`src/rtl/dp_ram_fifo_pkg.sv`:
```
// Shared constants and width helpers for the dual-port-RAM-backed streaming FIFO.
package dp_ram_fifo_pkg;

    localparam int RAM_RD_LATENCY     = 1;
    localparam int OBUF_DEPTH         = 2;
    localparam int DEFAULT_ADDR_WIDTH = 8;
    localparam int DEFAULT_DATA_WIDTH = 32;

    // Level must count DEPTH words in the RAM plus the output buffer entries.
    function automatic int levelWidth(input int addrWidth);
        return addrWidth + 2;
    endfunction

endpackage

```
`src/rtl/dp_ram_fifo_obuf.sv`:
```
// Two-entry output skid buffer; entry 0 is the FIFO head presented downstream.
module dp_ram_fifo_obuf
    import dp_ram_fifo_pkg::*;
#(
    parameter int data_width = DEFAULT_DATA_WIDTH
) (
    input  logic                  i_clk,
    input  logic                  i_rst,
    input  logic                  i_capture,
    input  logic [data_width-1:0] i_captureData,
    input  logic                  i_pop,
    output logic [data_width-1:0] o_headData,
    output logic                  o_valid,
    output logic [1:0]            o_count
);

    logic [data_width-1:0] r_entry0;
    logic [data_width-1:0] r_entry1;
    logic [1:0]            r_count;

    // A capture arriving with a pop slots in behind the shifted head, keeping order.
    always_ff @(posedge i_clk) begin
        if (i_rst) begin
            r_entry0 <= '0;
            r_entry1 <= '0;
            r_count  <= 2'd0;
        end else begin
            case (r_count)
                2'd0: begin
                    if (i_capture) begin
                        r_entry0 <= i_captureData;
                        r_count  <= 2'd1;
                    end
                end
                2'd1: begin
                    case ({i_pop, i_capture})
                        2'b11: r_entry0 <= i_captureData;
                        2'b10: r_count  <= 2'd0;
                        2'b01: begin
                            r_entry1 <= i_captureData;
                            r_count  <= 2'd2;
                        end
                        default: ;
                    endcase
                end
                2'd2: begin
                    if (i_pop) begin
                        r_entry0 <= r_entry1;
                        if (i_capture) begin
                            r_entry1 <= i_captureData;
                        end else begin
                            r_count <= 2'd1;
                        end
                    end
                end
                default: r_count <= 2'd0;
            endcase
        end
    end

    assign o_headData = r_entry0;
    assign o_valid    = (r_count != 2'd0);
    assign o_count    = r_count;

endmodule

```
`src/rtl/dp_ram_fifo_ctrl.sv`:
```
// Initiator-side controller that turns a dual-port RAM with 1-cycle read latency
// into a valid/ready streaming FIFO sustaining one word per cycle.
module dp_ram_fifo_ctrl
    import dp_ram_fifo_pkg::*;
#(
    parameter int addr_width = DEFAULT_ADDR_WIDTH,
    parameter int data_width = DEFAULT_DATA_WIDTH
) (
    input  logic                              clk_in,
    input  logic                              rst_in,
    input  logic [data_width-1:0]             s_data_in,
    input  logic                              s_valid_in,
    output logic                              s_ready_out,
    output logic [data_width-1:0]             m_data_out,
    output logic                              m_valid_out,
    input  logic                              m_ready_in,
    output logic                              ram_wr_en_out,
    output logic [addr_width-1:0]             ram_wr_addr_out,
    output logic [data_width-1:0]             ram_wr_data_out,
    output logic                              ram_rd_en_out,
    output logic [addr_width-1:0]             ram_rd_addr_out,
    input  logic [data_width-1:0]             ram_rd_data_in,
    output logic [levelWidth(addr_width)-1:0] level_out
);

    localparam int LW = levelWidth(addr_width);
    localparam logic [addr_width:0] FULL_COUNT = {1'b1, {addr_width{1'b0}}};

    logic [addr_width-1:0] r_wrPtr;
    logic [addr_width-1:0] r_rdPtr;
    logic [addr_width:0]   r_ramCount;
    logic                  r_inflight;
    logic [LW-1:0]         r_level;

    logic                  w_pushFire;
    logic                  w_popFire;
    logic                  w_rdIssue;
    logic [1:0]            w_obufCount;
    logic [2:0]            w_occupancy;

    assign s_ready_out = ~rst_in & (r_ramCount < FULL_COUNT);
    assign w_pushFire  = s_valid_in & s_ready_out;
    assign w_popFire   = m_valid_out & m_ready_in;

    // Only fetch when the word will have a free output-buffer slot on arrival.
    assign w_occupancy = {1'b0, w_obufCount} + {2'b00, r_inflight} - {2'b00, w_popFire};
    assign w_rdIssue   = (r_ramCount != '0) & (w_occupancy < 3'd2);

    assign ram_wr_en_out   = w_pushFire;
    assign ram_wr_addr_out = r_wrPtr;
    assign ram_wr_data_out = w_pushFire ? s_data_in : '0;
    assign ram_rd_en_out   = w_rdIssue;
    assign ram_rd_addr_out = r_rdPtr;
    assign level_out       = r_level;

    always_ff @(posedge clk_in) begin
        if (rst_in) begin
            r_wrPtr    <= '0;
            r_rdPtr    <= '0;
            r_ramCount <= '0;
            r_inflight <= 1'b0;
            r_level    <= '0;
        end else begin
            if (w_pushFire) begin
                r_wrPtr <= r_wrPtr + 1'b1;
            end
            if (w_rdIssue) begin
                r_rdPtr <= r_rdPtr + 1'b1;
            end
            r_inflight <= w_rdIssue;
            case ({w_pushFire, w_rdIssue})
                2'b10:   r_ramCount <= r_ramCount + 1'b1;
                2'b01:   r_ramCount <= r_ramCount - 1'b1;
                default: r_ramCount <= r_ramCount;
            endcase
            case ({w_pushFire, w_popFire})
                2'b10:   r_level <= r_level + 1'b1;
                2'b01:   r_level <= r_level - 1'b1;
                default: r_level <= r_level;
            endcase
        end
    end

    dp_ram_fifo_obuf #(
        .data_width(data_width)
    ) u_obuf (
        .i_clk        (clk_in),
        .i_rst        (rst_in),
        .i_capture    (r_inflight),
        .i_captureData(ram_rd_data_in),
        .i_pop        (w_popFire),
        .o_headData   (m_data_out),
        .o_valid      (m_valid_out),
        .o_count      (w_obufCount)
    );

endmodule

```
`config.mk`:
```
export PLATFORM = sky130hd
export DESIGN_NAME = dp_ram_fifo_ctrl
export DESIGN_NICKNAME = d
export VERILOG_FILES = /design/src/rtl/dp_ram_fifo_pkg.sv /design/src/rtl/dp_ram_fifo_obuf.sv /design/src/rtl/dp_ram_fifo_ctrl.sv
export SDC_FILE = /design/constraint.sdc
export NUM_CORES = 1
export LEC_CHECK = 0
export BUFFER_PORTS_ARGS = -buffer_cell sky130_fd_sc_hd__buf_2
export CORE_ASPECT_RATIO = 2
export CORE_MARGIN = 4
export CORE_UTILIZATION = 43
export DETAILED_ROUTE_END_ITERATION = 7
export GPL_TIMING_DRIVEN = 1
export PLACE_DENSITY = 0.69
export SLEW_MARGIN = 20
export SYNTH_ARGS = -nofsm -noshare
export SYNTH_HDL_FRONTEND = slang
export SYNTH_SLANG_ARGS = --single-unit
```
`constraint.sdc`:
```
create_clock -name clk_in -period 11.02 [get_ports clk_in]
set_input_delay 1.102 -clock clk_in [delete_from_list [all_inputs] [get_ports clk_in]]
set_output_delay 1.102 -clock clk_in [all_outputs]
set_load 0.01 [all_outputs]
```
# After elaboration in Yosys (flattened, before gate mapping)
# Cells that the tools add are included.
# Widths: inputs -> output; s select.
[op_classes]
bitwise_logic = 5
eq_ne = 16
mux = 15
n_addsub = 8
reduce_logical = 10
order_cmp = 2
[ops]
columns = ["operator", "count"]
rows = [
  ["$mux 32", 6],
  ["$pmux 32 s3", 1],
  ["$pmux 32 s2", 1],
  ["$pmux 10 s2", 1],
  ["$pmux 9 s2", 1],
  ["$add 8x1->8 const B", 2],
  ["$reduce_and 4->1", 3],
  ["$add 10x1->10 const B", 1],
  ["$eq 2x2->1 const B", 5],
  ["$sub 10x1->10 const B", 1],
  ["$add 9x1->9 const B", 1],
  ["$lt 9x9->1 const B", 1],
  ["$reduce_bool 9->1", 1],
  ["$sub 9x1->9 const B", 1],
  ["$eq 2x1->1 const B", 4],
  ["$ne 2x2->1 const B", 4],
  ["$reduce_bool 2->1", 4],
  ["$mux 2", 3],
  ["$pmux 2 s3", 1],
  ["$and 1x1->1", 4],
  ["$ne 2x1->1 const B", 2],
  ["$pmux 2 s2", 1],
  ["$add 2x1->3", 1],
  ["$lt 3x2->1 const B", 1],
  ["5 further kinds", 5],
]
[totals]
input_bits = 68
ff_bits = 102
elab_cells = 64
output_inout_bits = 94

# Logic depth before layout (Yosys ltp)
# Gate-level depths: netlist (run 1).
[logic_depth]
word_depth = 7
depth_mapped = 17
depth_no_buf = 15

# Hierarchy
# From an unflattened synthesis (run 1), not the netlist that was laid out.
[hier_totals]
hier_cells = 625
area_unflattened_um2 = 5614.1
[modules_own_cells]
columns = ["module", "instances", "cells_each", "seq_area_each_um2", "area_each_um2"]
rows = [
  ["dp_ram_fifo_obuf", 1, 316, 1321.3, 3116.7],
  ["dp_ram_fifo_ctrl", 1, 309, 720.7, 2497.4],
]

# Worst setup path after synthesis (run 1)
# No wires, ideal clock.
[synth_timing]
kind = "input -> register"
from = "in m_ready_in"
to = "reg r_ramCount[8]"
path_stages = 16
slack_ps = 6457
n_path_buf = 1
setup_ps = 123
arrival_ps = 4440
required_time_ps = 10897
path_cell_list = "inv_1 -> nor2_1 -> o21ai_0 -> fa_1 -> xnor2_1 -> nand2_1 -> or2_1 -> buf_6 -> inv_1 -> ha_1 -> ha_1 -> a211oi_1 -> o211ai_1 -> and3_1 -> or3_1 -> mux2_1"
[synth_between]
elab_chain_len = 6
elab_cells_between_ends = 8
classes_between = "add/sub (1); order compare (1); eq/ne (2); mux (1); bitwise (2); reduce/logical (1)"
[synth_lines]
columns = ["element", "line", "source"]
rows = [
  ["start, declared", "dp_ram_fifo_ctrl.sv:16", "input logic m_ready_in,"],
  ["$and 1x1->1 (*)", "dp_ram_fifo_ctrl.sv:43", "assign w_popFire = m_valid_out & m_ready_in;"],
  ["$sub 3x1->3 (*)", "dp_ram_fifo_ctrl.sv:46", "assign w_occupancy = {1'b0, w_obufCount} + {2'b00, r_inflight} - {2'b00, w_popFire};"],
  ["$lt 3x2->1 (*)", "dp_ram_fifo_ctrl.sv:47", "assign w_rdIssue = (r_ramCount != '0) & (w_occupancy < 3'd2);"],
  ["$and 1x1->1 (*)", "dp_ram_fifo_ctrl.sv:47", ""],
  ["named net ram_rd_en_out", "dp_ram_fifo_ctrl.sv:20", "output logic ram_rd_en_out,"],
  ["$eq 2x1->1 or $eq 2x2->1 (tied branches)", "dp_ram_fifo_ctrl.sv:71", "case ({w_pushFire, w_rdIssue})"],
  ["$pmux 9 s2 or $reduce_bool 2->1 (tied branches)", "n/a", ""],
  ["end signal, assigned", "dp_ram_fifo_ctrl.sv:72", "2'b10: r_ramCount <= r_ramCount + 1'b1;"],
  ["end signal, assigned", "dp_ram_fifo_ctrl.sv:73", "2'b01: r_ramCount <= r_ramCount - 1'b1;"],
  ["end signal, assigned", "dp_ram_fifo_ctrl.sv:74", "default: r_ramCount <= r_ramCount;"],
  ["end, declared", "dp_ram_fifo_ctrl.sv:31", "logic [addr_width:0] r_ramCount;"],
]
# The timed path passes the listed nets; every way through them passes the cells marked *.
# A chain may end at the register's enable or synchronous reset.

# Worst setup path in the final report (run 1)
[layout_timing]
from = "in m_ready_in"
to = "reg r_ramCount[8]"
[layout_between]
elab_chain_len = 6
elab_cells_between_ends = 8
classes_between = "add/sub (1); order compare (1); eq/ne (2); mux (1); bitwise (2); reduce/logical (1)"
[layout_lines]
columns = ["element", "line"]
rows = [
  ["$and 1x1->1 (*)", "dp_ram_fifo_ctrl.sv:43"],
  ["$sub 3x1->3 (*)", "dp_ram_fifo_ctrl.sv:46"],
  ["$lt 3x2->1 (*)", "dp_ram_fifo_ctrl.sv:47"],
  ["$and 1x1->1 (*)", "dp_ram_fifo_ctrl.sv:47"],
  ["$eq 2x1->1 or $eq 2x2->1 (tied branches)", "dp_ram_fifo_ctrl.sv:71"],
  ["$pmux 9 s2 or $reduce_bool 2->1 (tied branches)", "n/a"],
]
# Mark *: on every way between the ends. The rest lies on a longest branch, timed or not.

==> flow_summary_export.csv, run 1 <==
group,metric,value,unit
sta,relSlewSlack,0.5367,
sta,tightest_slew,0.6949,ns
floorplan,die_area,13840,sq um
synth,syn-num-nets,702,
setup_path,r2r_setup_slack,6.27,ns
floorplan,pin_count,162,
synth,ys_seq_area_frac,0.3981,
sta,finalCritPeriodShare,0.4325,
sta,setup_violations,0,
sta,whs,0.4560,ns
synth,syn_area,5129,sq um
min_path,whs_path_depth,2,
power,powerDensity,222.9,nW/um^2
run,drv_cap,0,
drt,firstDrtPassIters,4,
clocking,numCtsBuffers,9,
clocking,root_buffer,"clkbuf_16",
min_path,min_path_type,"reg -> reg",
synth,ys_seq_elements,102,
layout,area_growth,23.05,%
sta,rsz0062_at_grt,"false",
setup_path,cpPeakStageDelay,0.47,ns
grt,grt_first_pass_wirelength,20.82,mm
run_status,outcome,"finished clean",
drt,vias,4737,
power,peakVddDrop,0.1868,mV
setup_path,crit_arrival,4.99,ns
clocking,clkTransAtPathRegs,0.07,ns
min_path,hold_end,"u_obuf.r_entry1[2]",
layout,fin_nets,842,
grt,grt-ovfl-total,0,
drt,wirelength,12.53,mm
floorplan,die_h,162.5,um
setup_path,rr_endpoint,"r_ramCount[8]",
placement,hpwl,9.412,mm
setup_path,cp_num_buf_inv,3,
clocking,postCtsResizedCells,0,
min_path,min_from,"u_obuf.r_entry1[2]",
drt,wl_per_cell,13.88,um
setup_path,end_kind,"flop",
layout,final_cell_mix,"buf_2 (160), dfxtp_1 (102), nand2_1 (83), nor2_1 (78), a21oi_1 (51)",
layout,design_area,6311,sq um
grt,grt_pass1_vias,4512,
placement,gp_congestion,0.8072,
layout,drive_gt1_frac,0.2550,
setup_path,start_kind,"primary input",
setup_path,r2r-start,"u_obuf.o_count[1]",
synth,synthFlopType,"dfxtp_1",
layout,final-instance-count-excl-fill,903,
power,p_leak,0.002978,uW
sta,finalMaxSlewViolations,0,
synth,yosysWarnings,0,
floorplan,initial_core_util,0.4383,
layout,finish.utilization,0.5394,
grt,grt_util_all_layers,0.1801,
setup_path,cp_num_cells,16,
setup_path,cpMaxStageDelayCell,"fa_1",
clocking,cts_tree,"built",
clocking,clk_latency,0.34,ns
placement,numPortBuffers,161,
synth,ys_async_sr_fraction,0,
sta,max_freq,209.8,MHz
synth,syn_area_per_cell,8.380,sq um
layout,multi_input_area,2905,sq um
synth,yosys.cell_types.count,56,
drt,dr.first_iter.drc_count,119,
setup_path,required,11.25,ns
layout,final-seq-area,2042,sq um
synth,synth-edff-count,0,
drt,drc,0,
floorplan,core,11700,sq um
sta,final-hold-violation-count,0,
setup_path,cp_top_family,"simple AND/OR/NAND/NOR gates",
layout,mostFrequentLayoutCell,"buf_2",
setup_path,critPathMaxFanout,10,
grt,grt_max_degree,66,
sta,min_period,4.766,ns
sta,fin_skew,0.009335,ns
clocking,htreeDepth,3,
grt,antenna_found_initial,1,
placement,placedCellCount,886,
clocking,cts_setup_buffers,0,
placement,placed_cell_area,6015,sq um
setup_path,ff2ff_path_depth,16,
clocking,clock-sinks,102,
floorplan,dieWidth,85.23,um
layout,nFillCells,1096,
drt,ant_nets,0,
clocking,cts_hold_buf,0,
synth,synthesis.instances,612,
floorplan,core.rowCount,56,
setup_path,crit_chain,"buf_2 -> inv_1 -> nor2_1 -> o21ai_0 -> fa_1 -> xnor2_1 -> nand2_1 -> or2_1 -> inv_1 -> ha_1 -> fa_1 -> a211oi_1 -> o211ai_1 -> and3_1 -> or3_1 -> mux2_1",
clocking,cts_buffer_depth,2,
sta,tns,0,ns
setup_path,crit_type,"in -> reg",
drt,vias_per_cell,5.246,
==> layout make-up <==
class	instances	area share
Multi-Input combinational cell	462	0.4603
Antenna cell	1	0.0003965
Clock buffer	9	0.03569
Tap cell	145	0.02875
Clock inverter	7	0.01071
Timing Repair Buffer	166	0.1340
Sequential cell	102	0.3236
Inverter	11	0.006542
==> worst max path at each step <==
stage / from / endpoint / slack [ns]
floorplan: m_ready_in / r_ramCount[8] / 6.46
global placement: m_ready_in / r_ramCount[8] / 6.08
detailed placement: m_ready_in / r_ramCount[8] / 5.97
CTS: u_obuf.o_count[1] / r_ramCount[8] / 6.31
global route: u_obuf.o_count[1] / r_ramCount[8] / 5.96
finish: m_ready_in / r_ramCount[8] / 6.25
==> Yosys cell counts (2+ instances only) <==
library cell | n | area [sq um]
a21o_1 | 2 | 15.01
o21ai_1 | 2 | 10.01
a211o_1 | 2 | 17.52
nor4_1 | 7 | 43.79
o21bai_1 | 2 | 15.01
fa_1 | 3 | 60.06
nor4b_1 | 2 | 17.52
dfxtp_1 | 102 | 2042
ha_1 | 19 | 237.7
a211oi_1 | 37 | 277.8
inv_1 | 11 | 41.29
o31a_1 | 3 | 26.28
o211ai_1 | 2 | 15.01
a21oi_1 | 51 | 255.2
o21ai_0 | 10 | 50.05
clkbuf_1 | 22 | 82.58
or3_1 | 3 | 18.77
o21a_1 | 8 | 60.06
xnor2_1 | 10 | 87.58
mux2i_1 | 35 | 350.3
nand2b_1 | 3 | 18.77
nor3_1 | 6 | 30.03
nand4_1 | 7 | 43.79
xor2_1 | 9 | 78.83
and2_1 | 34 | 212.7
nand3b_1 | 6 | 45.04
nand3_1 | 5 | 25.02
buf_1 | 3 | 11.26
buf_2 | 11 | 55.05
nor2_1 | 78 | 292.8
nor2b_1 | 8 | 50.05
and3_1 | 3 | 18.77
nand2_1 | 83 | 311.6
==> per-stage QoR <==
step | setup slack, ns | power [uW]
3_3_place_gp | 6.082 | 1089
5_1_grt | 5.962 | 1522
2_1_floorplan | 6.457 | 948.2
3_5_place_dp | 5.968 | 1115
6_report | 6.254 | 1407
4_1_cts | 6.305 | 1423
==> routing by layer <==
| layer | track usage | vias to the layer above | wire length [um] |
|---|---|---|---|
| li1 | - | 2414 | - |
| met1 | 0.2034 | 2203 | 4952 |
| met2 | 0.3247 | 102 | 6742 |
| met3 | 0.03696 | 18 | 542 |
| met4 | 0.07061 | 0 | 293 |
| met5 | 0 | - | 0 |
==> power breakdown <==
group | internal [uW] | leakage (uW) | total (uW) | switching, uW
logic | 258 | 0.00200 | 602 | 344
clock network | 159 | 0.000145 | 306 | 147
registers | 445 | 0.000834 | 499 | 54.3
total | 861 | 0.00298 | 1410 | 546
==> registers in the layout, summed over array words and instances, names as in the netlist <==
name and cells:
level_out 10, r_inflight 1, r_ramCount 9, ram_rd_addr_out 8, ram_wr_addr_out 8, u_obuf.o_count 2, u_obuf.o_headData 32, u_obuf.r_entry1 32
==> logic make-up (layout without fill, tap and decap cells) <==
group                      after synthesis  in the layout  synth area share
DFF                                    102            102            0.3981
other                                    0              1                 0
xor gates and xnor gates                19             19           0.03245
AOI/OAI and AO/OA                      128            128            0.1588
buffers and inverters                   48            193           0.03928
and+or+nand+nor                        256            256            0.2405
muxes                                   37             37           0.07270
adders and majority gates               22             22           0.05806
==> tightest hold or removal path: stages, from the launching register on <==
cell	delay [ns]
dfxtp_1	0.31
nand2_1	0.05
a21oi_1	0.05
Power figures use the tool's default switching activity.
==> run 2, diff against run 1 <==
clock period = 4.9 ns   (was 11.02 ns; I/O delays follow)
==> flow_summary_export.csv, run 2 (synthesis gave the netlist of run 1 again) <==
group,metric,value,unit
drt,dr.first_iter.drc_count,159,
power,peakVddDrop,0.4023,mV
clocking,cts_setup_buffers,0,
drt,wirelength,13.08,mm
grt,grt_first_pass_wirelength,21.99,mm
layout,fin_nets,842,
drt,drc,0,
layout,mostFrequentLayoutCell,"buf_2",
floorplan,die_h,162.5,um
power,powerDensity,503.7,nW/um^2
power,p_int,1947,uW
sta,min_period,4.422,ns
sta,setup_violations,0,
power,seqPwrFrac,0.353,
placement,hpwl,9.657,mm
sta,finalMaxSlewViolations,0,
clocking,cts_tree,"built",
clocking,postCtsResizedCells,0,
grt,grt-ovfl-total,0,
floorplan,core,11700,sq um
run_status,outcome,"finished clean",
layout,drive_gt1_frac,0.2550,
power,power_frac_comb,0.429,
grt,grt_util_all_layers,0.1910,
sta,rsz0062_at_grt,"false",
clocking,cts_hold_buf,0,
clocking,cts_buffer_depth,2,
setup_path,start_kind,"flop",
floorplan,core.rowCount,56,
sta,final-hold-violation-count,0,
sta,tns,0,ns
min_path,whs_path_depth,3,
placement,numPortBuffers,161,
setup_path,ff2ff_path_depth,15,
clocking,clkTransAtPathRegs,0.07,ns
setup_path,r2r_setup_slack,0.48,ns
setup_path,r2r-start,"u_obuf.o_count[1]",
drt,vias,4805,
min_path,hold_end,"u_obuf.r_entry1[7]",
setup_path,crit_type,"reg -> reg",
drt,wl_per_cell,14.48,um
grt,grt_pass1_vias,4872,
grt,grt_max_degree,81,
clocking,numCtsBuffers,9,
clocking,htreeDepth,3,
clocking,clk_latency,0.34,ns
layout,final-instance-count-excl-fill,903,
power,p_sw,1234,uW
setup_path,critPathMaxFanout,10,
drt,firstDrtPassIters,4,
floorplan,dieWidth,85.23,um
placement,gp_congestion,0.8043,
power,clock_power_share,0.218,
setup_path,required,5.13,ns
floorplan,initial_core_util,0.4383,
placement,placedCellCount,886,
drt,vias_per_cell,5.321,
sta,fin_skew,0.007191,ns
min_path,min_path_type,"in -> reg",
sta,relSlewSlack,0.4440,
sta,tightest_slew,0.8340,ns
clocking,root_buffer,"clkbuf_16",
power,p_leak,0.002971,uW
run,drv_cap,0,
drt,ant_nets,0,
power,switching_share,0.3879,
setup_path,rr_endpoint,"r_ramCount[8]",
layout,final_cell_mix,"buf_2 (160), dfxtp_1 (102), nand2_1 (83), nor2_1 (78), a21oi_1 (51)",
grt,antenna_found_initial,1,
sta,finalCritPeriodShare,0.9025,
sta,max_freq,226.1,MHz
clocking,clock-sinks,102,
setup_path,crit_arrival,4.65,ns
floorplan,die_area,13840,sq um
setup_path,end_kind,"flop",
floorplan,pin_count,162,
layout,area_growth,23.13,%
min_path,min_from,"ram_rd_data_in[7]",
run 2: worst max-delay path by stage:
stage / from / end / slack, ns / cells after the start
floorplan: u_obuf.o_count[1] / r_ramCount[8] / 0.82 / 17
global placement: m_ready_in / r_ramCount[8] / 0.57 / 16
detailed placement: m_ready_in / r_ramCount[8] / 0.38 / 16
finish: u_obuf.o_count[1] / r_ramCount[8] / 0.48 / 15
CTS: u_obuf.o_count[1] / r_ramCount[8] / 0.49 / 15
global route: u_obuf.o_count[1] / r_ramCount[8] / 0.1 / 15
run 2: power by group through the flow:
stage	registers, uW	clock network (uW)	logic (uW)
CTS	1120	719	1370
global placement	1130	0	1310
detailed placement	1140	0	1370
finish	1120	694	1360
global route	1140	750	1550
floorplan	1170	0	959
run 2: routing by layer:
metal	part of all wire	vias to the layer above	track usage
met5	0	-	0
met4	0.027	0	0.08213
met3	0.038	23	0.03342
met2	0.55	107	0.3576
met1	0.39	2264	0.2042
li1	-	2411	-
run 2: final cells by class:
cell class	instances	area (sq um)
sequential	102	2042
tap	145	181.4
clock buffer	10	239.0
clock inverter	6	57.56
timing repair buffer	166	845.8
inverter	11	41.29
multi-input combinational	462	2905
fill	1078	5386
antenna	1	2.502
run 2: through the flow:
| stage | util | setup slack (ns) | total power, uW | instance area (sq um) | hold slack (ns) |
|---|---|---|---|---|---|
| global route | 0.5397 | 0.09931 | 3440 | 6315 | 0.3900 |
| global placement | 0.5140 | 0.5731 | 2443 | 6015 | 0.4405 |
| finish | 0.5397 | 0.4777 | 3181 | 6315 | 0.3878 |
| detailed placement | 0.5140 | 0.3825 | 2510 | 6015 | 0.4465 |
| CTS | 0.5394 | 0.4903 | 3217 | 6311 | 0.3782 |
| floorplan | - | 0.8173 | 2133 | 5129 | 0.4357 |
run 2: worst max-delay path, stage by stage (launching register included):
cell	delay (ns)
dfxtp_1	0.51
nand2b_2	0.09
nor2_1	0.29
o21ai_0	0.17
fa_1	0.41
xnor2_1	0.14
nand2_1	0.16
or2_1	0.31
inv_1	0.09
ha_1	0.40
ha_1	0.37
a211oi_1	0.35
o211ai_1	0.17
and3_1	0.19
or3_1	0.32
mux2_1	0.32
==> run 3, diff against run 2 <==
ABC_AREA = 1   (was default)
==> flow_summary_export.csv, run 3 <==
group,metric,value,unit
run_status,outcome,"finished clean",
drt,vias,5081,
setup_path,crit_chain,"inv_2 -> nor2_8 -> nand2_2 -> inv_2 -> o21ai_0 -> fa_1 -> o21ai_0 -> a21oi_1 -> nand2_1 -> clkinv_1 -> ha_1 -> ha_1 -> a21oi_1 -> nor2_1 -> nor2_1 -> a21oi_1 -> o21ai_0 -> inv_1",
layout,nFillCells,1219,
setup_path,cp_num_cells,18,
placement,placedCellCount,1024,
sta,min_period,3.829,ns
sta,tns,0,ns
synth,synth_area_leaders,"dfxtp_1 (40%), nor2_1 (11%), nand2_1 (10%)",
power,seqPwrFrac,0.374,
power,powerDensity,479.9,nW/um^2
sta,finalMaxSlewViolations,0,
layout,design_area,6272,sq um
synth,synth_top_area_frac,0.3961,
power,p_leak,0.003354,uW
drt,dr.first_iter.drc_count,217,
clocking,htreeDepth,3,
setup_path,cp_num_buf_inv,4,
clocking,root_buffer,"clkbuf_16",
sta,fin_skew,0.008477,ns
layout,multi_input_area,2621,sq um
setup_path,start_kind,"flop",
sta,finalCritPeriodShare,0.7814,
drt,wl_per_cell,12.81,um
synth,ys_async_sr_fraction,0,
setup_path,crit_type,"reg -> reg",
sta,setup_violations,0,
synth,syn-num-nets,841,
grt,grt_max_degree,73,
synth,yosys.cell_types.count,30,
synth,ys_seq_elements,102,
drt,drc,0,
setup_path,endpoint,"r_ramCount[7]",
power,p_sw,1198,uW
clocking,cts_hold_buf,0,
placement,gp_congestion,0.9013,
sta,relSlewSlack,0.2896,
layout,final-instance-count-excl-fill,1042,
layout,area_growth,21.67,%
clocking,numCtsBuffers,9,
synth,yosysMostFrequentCell,"nor2_1",
power,power_frac_comb,0.401,
setup_path,rr_endpoint,"r_ramCount[7]",
floorplan,core,11770,sq um
setup_path,crit_arrival,4.06,ns
synth,syn_area_per_cell,6.864,sq um
clocking,cts_setup_buffers,0,
grt,grt_first_pass_wirelength,21.94,mm
synth,ys_seq_area_frac,0.3961,
layout,drive_gt1_frac,0.2134,
synth,synthesis.instances,751,
synth,synth_top_area_cell,"dfxtp_1",
drt,firstDrtPassIters,4,
sta,setup_ws,1.071,ns
min_path,min_path_type,"in -> reg",
synth,netlist_top_cells_count,"nor2_1 (152), nand2_1 (142), dfxtp_1 (102)",
setup_path,cpPeakStageDelay,0.46,ns
floorplan,die_h,162.8,um
drt,vias_per_cell,4.876,
grt,grt-ovfl-total,0,
drt,wirelength,13.35,mm
sta,final-hold-violation-count,0,
power,p_int,1812,uW
clocking,cts_buffer_depth,2,
floorplan,die_area,13910,sq um
placement,placed_cell_area,5979,sq um
grt,grt_util_all_layers,0.1910,
clocking,clock-sinks,102,
setup_path,end_kind,"flop",
setup_path,ff2ff_path_depth,18,
power,peakVddDrop,0.2477,mV
clocking,cts_tree,"built",
run,drv_cap,0,
setup_path,crit_path_start,"u_obuf.o_count[1]",
setup_path,r2r_setup_slack,1.07,ns
floorplan,initial_core_util,0.4379,
synth,synthFlopType,"dfxtp_1",
power,switching_share,0.3979,
power,clock_power_share,0.225,
floorplan,core.rowCount,56,
setup_path,required,5.13,ns
clocking,clkTransAtPathRegs,0.08,ns
setup_path,critPathMaxFanout,11,
placement,hpwl,9.498,mm
layout,final-seq-area,2042,sq um
placement,pre_cts_slack,1.011,ns
layout,mostFrequentLayoutCell,"buf_2",
sta,whs,0.3853,ns
drt,ant_nets,0,
clocking,postCtsResizedCells,0,
sta,tightest_slew,1.064,ns
grt,antenna_found_initial,1,
floorplan,dieWidth,85.42,um
sta,max_freq,261.2,MHz
layout,final_cell_mix,"buf_2 (161), nor2_1 (152), nand2_1 (142), dfxtp_1 (102), inv_1 (79)",
floorplan,pin_count,162,
setup_path,r2r-start,"u_obuf.o_count[1]",
synth,syn_area,5155,sq um
setup_path,cp_top_family,"adder cells",
setup_path,cpMaxStageDelayCell,"fa_1",
sta,rsz0062_at_grt,"false",
grt,grt_pass1_vias,4698,
synth,yosysWarnings,0,
placement,numPortBuffers,161,
synth,synth-edff-count,0,
clocking,clk_latency,0.34,ns
layout,fin_nets,980,
run 3: stage by stage:
step	power (uW)	utilization
after floorplan	2010	-
after global placement	2343	0.5080
after detailed placement	2361	0.5080
after CTS	3052	0.5320
after global routing	3270	0.5326
final	3010	0.5328
run 3: cell families after synthesis:
family	count (synthesis)	share of synthesized area
buffers and inverters	120	0.09636
and+or+nand+nor	340	0.2653
DFF	102	0.3961
xor gates and xnor gates	16	0.02718
AOI/OAI and AO/OA	151	0.1573
adders and majority gates	22	0.05777
run 3: how the worst min path moves through the flow:
stage,slack (ns),depth (start not counted),to,from
floorplan,0.45,2,u_obuf.o_headData[0],u_obuf.r_entry1[0]
global placement,0.44,1,ram_wr_addr_out[7],ram_wr_addr_out[7]
detailed placement,0.45,1,ram_wr_addr_out[7],ram_wr_addr_out[7]
CTS,0.38,3,u_obuf.r_entry1[13],ram_rd_data_in[13]
global route,0.39,3,u_obuf.r_entry1[6],ram_rd_data_in[6]
finish,0.39,3,u_obuf.r_entry1[13],ram_rd_data_in[13]
run 3: area by class of cell:
cell class              instances  share of cell area
multi-input cells             529              0.4179
flip-flops and latches        102              0.3256
repair buffers                163              0.1309
inverters                      85             0.05087
clock buffers                   9             0.03591
well taps                     145             0.02892
clock inverters                 7            0.009176
diodes                          2           0.0007979
run 3: power by group through the flow:
stage	Combinational [uW]	Clock [uW]	Sequential, uW
2_1_floorplan	838	0	1170
3_3_place_gp	1200	0	1140
3_5_place_dp	1220	0	1140
4_1_cts	1220	702	1130
5_1_grt	1390	731	1150
6_report	1210	677	1130
run 3: routing by layer:
metal / vias up / routed length [um] / GRT usage
li1: 2685 / - / -
met1: 2279 / 5436 / 0.2172
met2: 101 / 7165 / 0.3548
met3: 16 / 475 / 0.02582
met4: 0 / 273 / 0.06916
met5: - / 0 / 0
run 3: worst reg2reg max path, stage by stage (launching register included):
cell	delay [ns]
dfxtp_1	0.37
inv_2	0.18
nor2_8	0.04
nand2_2	0.09
inv_2	0.06
o21ai_0	0.21
fa_1	0.46
o21ai_0	0.09
a21oi_1	0.06
nand2_1	0.29
clkinv_1	0.32
ha_1	0.41
ha_1	0.41
a21oi_1	0.27
nor2_1	0.07
nor2_1	0.13
a21oi_1	0.07
o21ai_0	0.15
inv_1	0.05
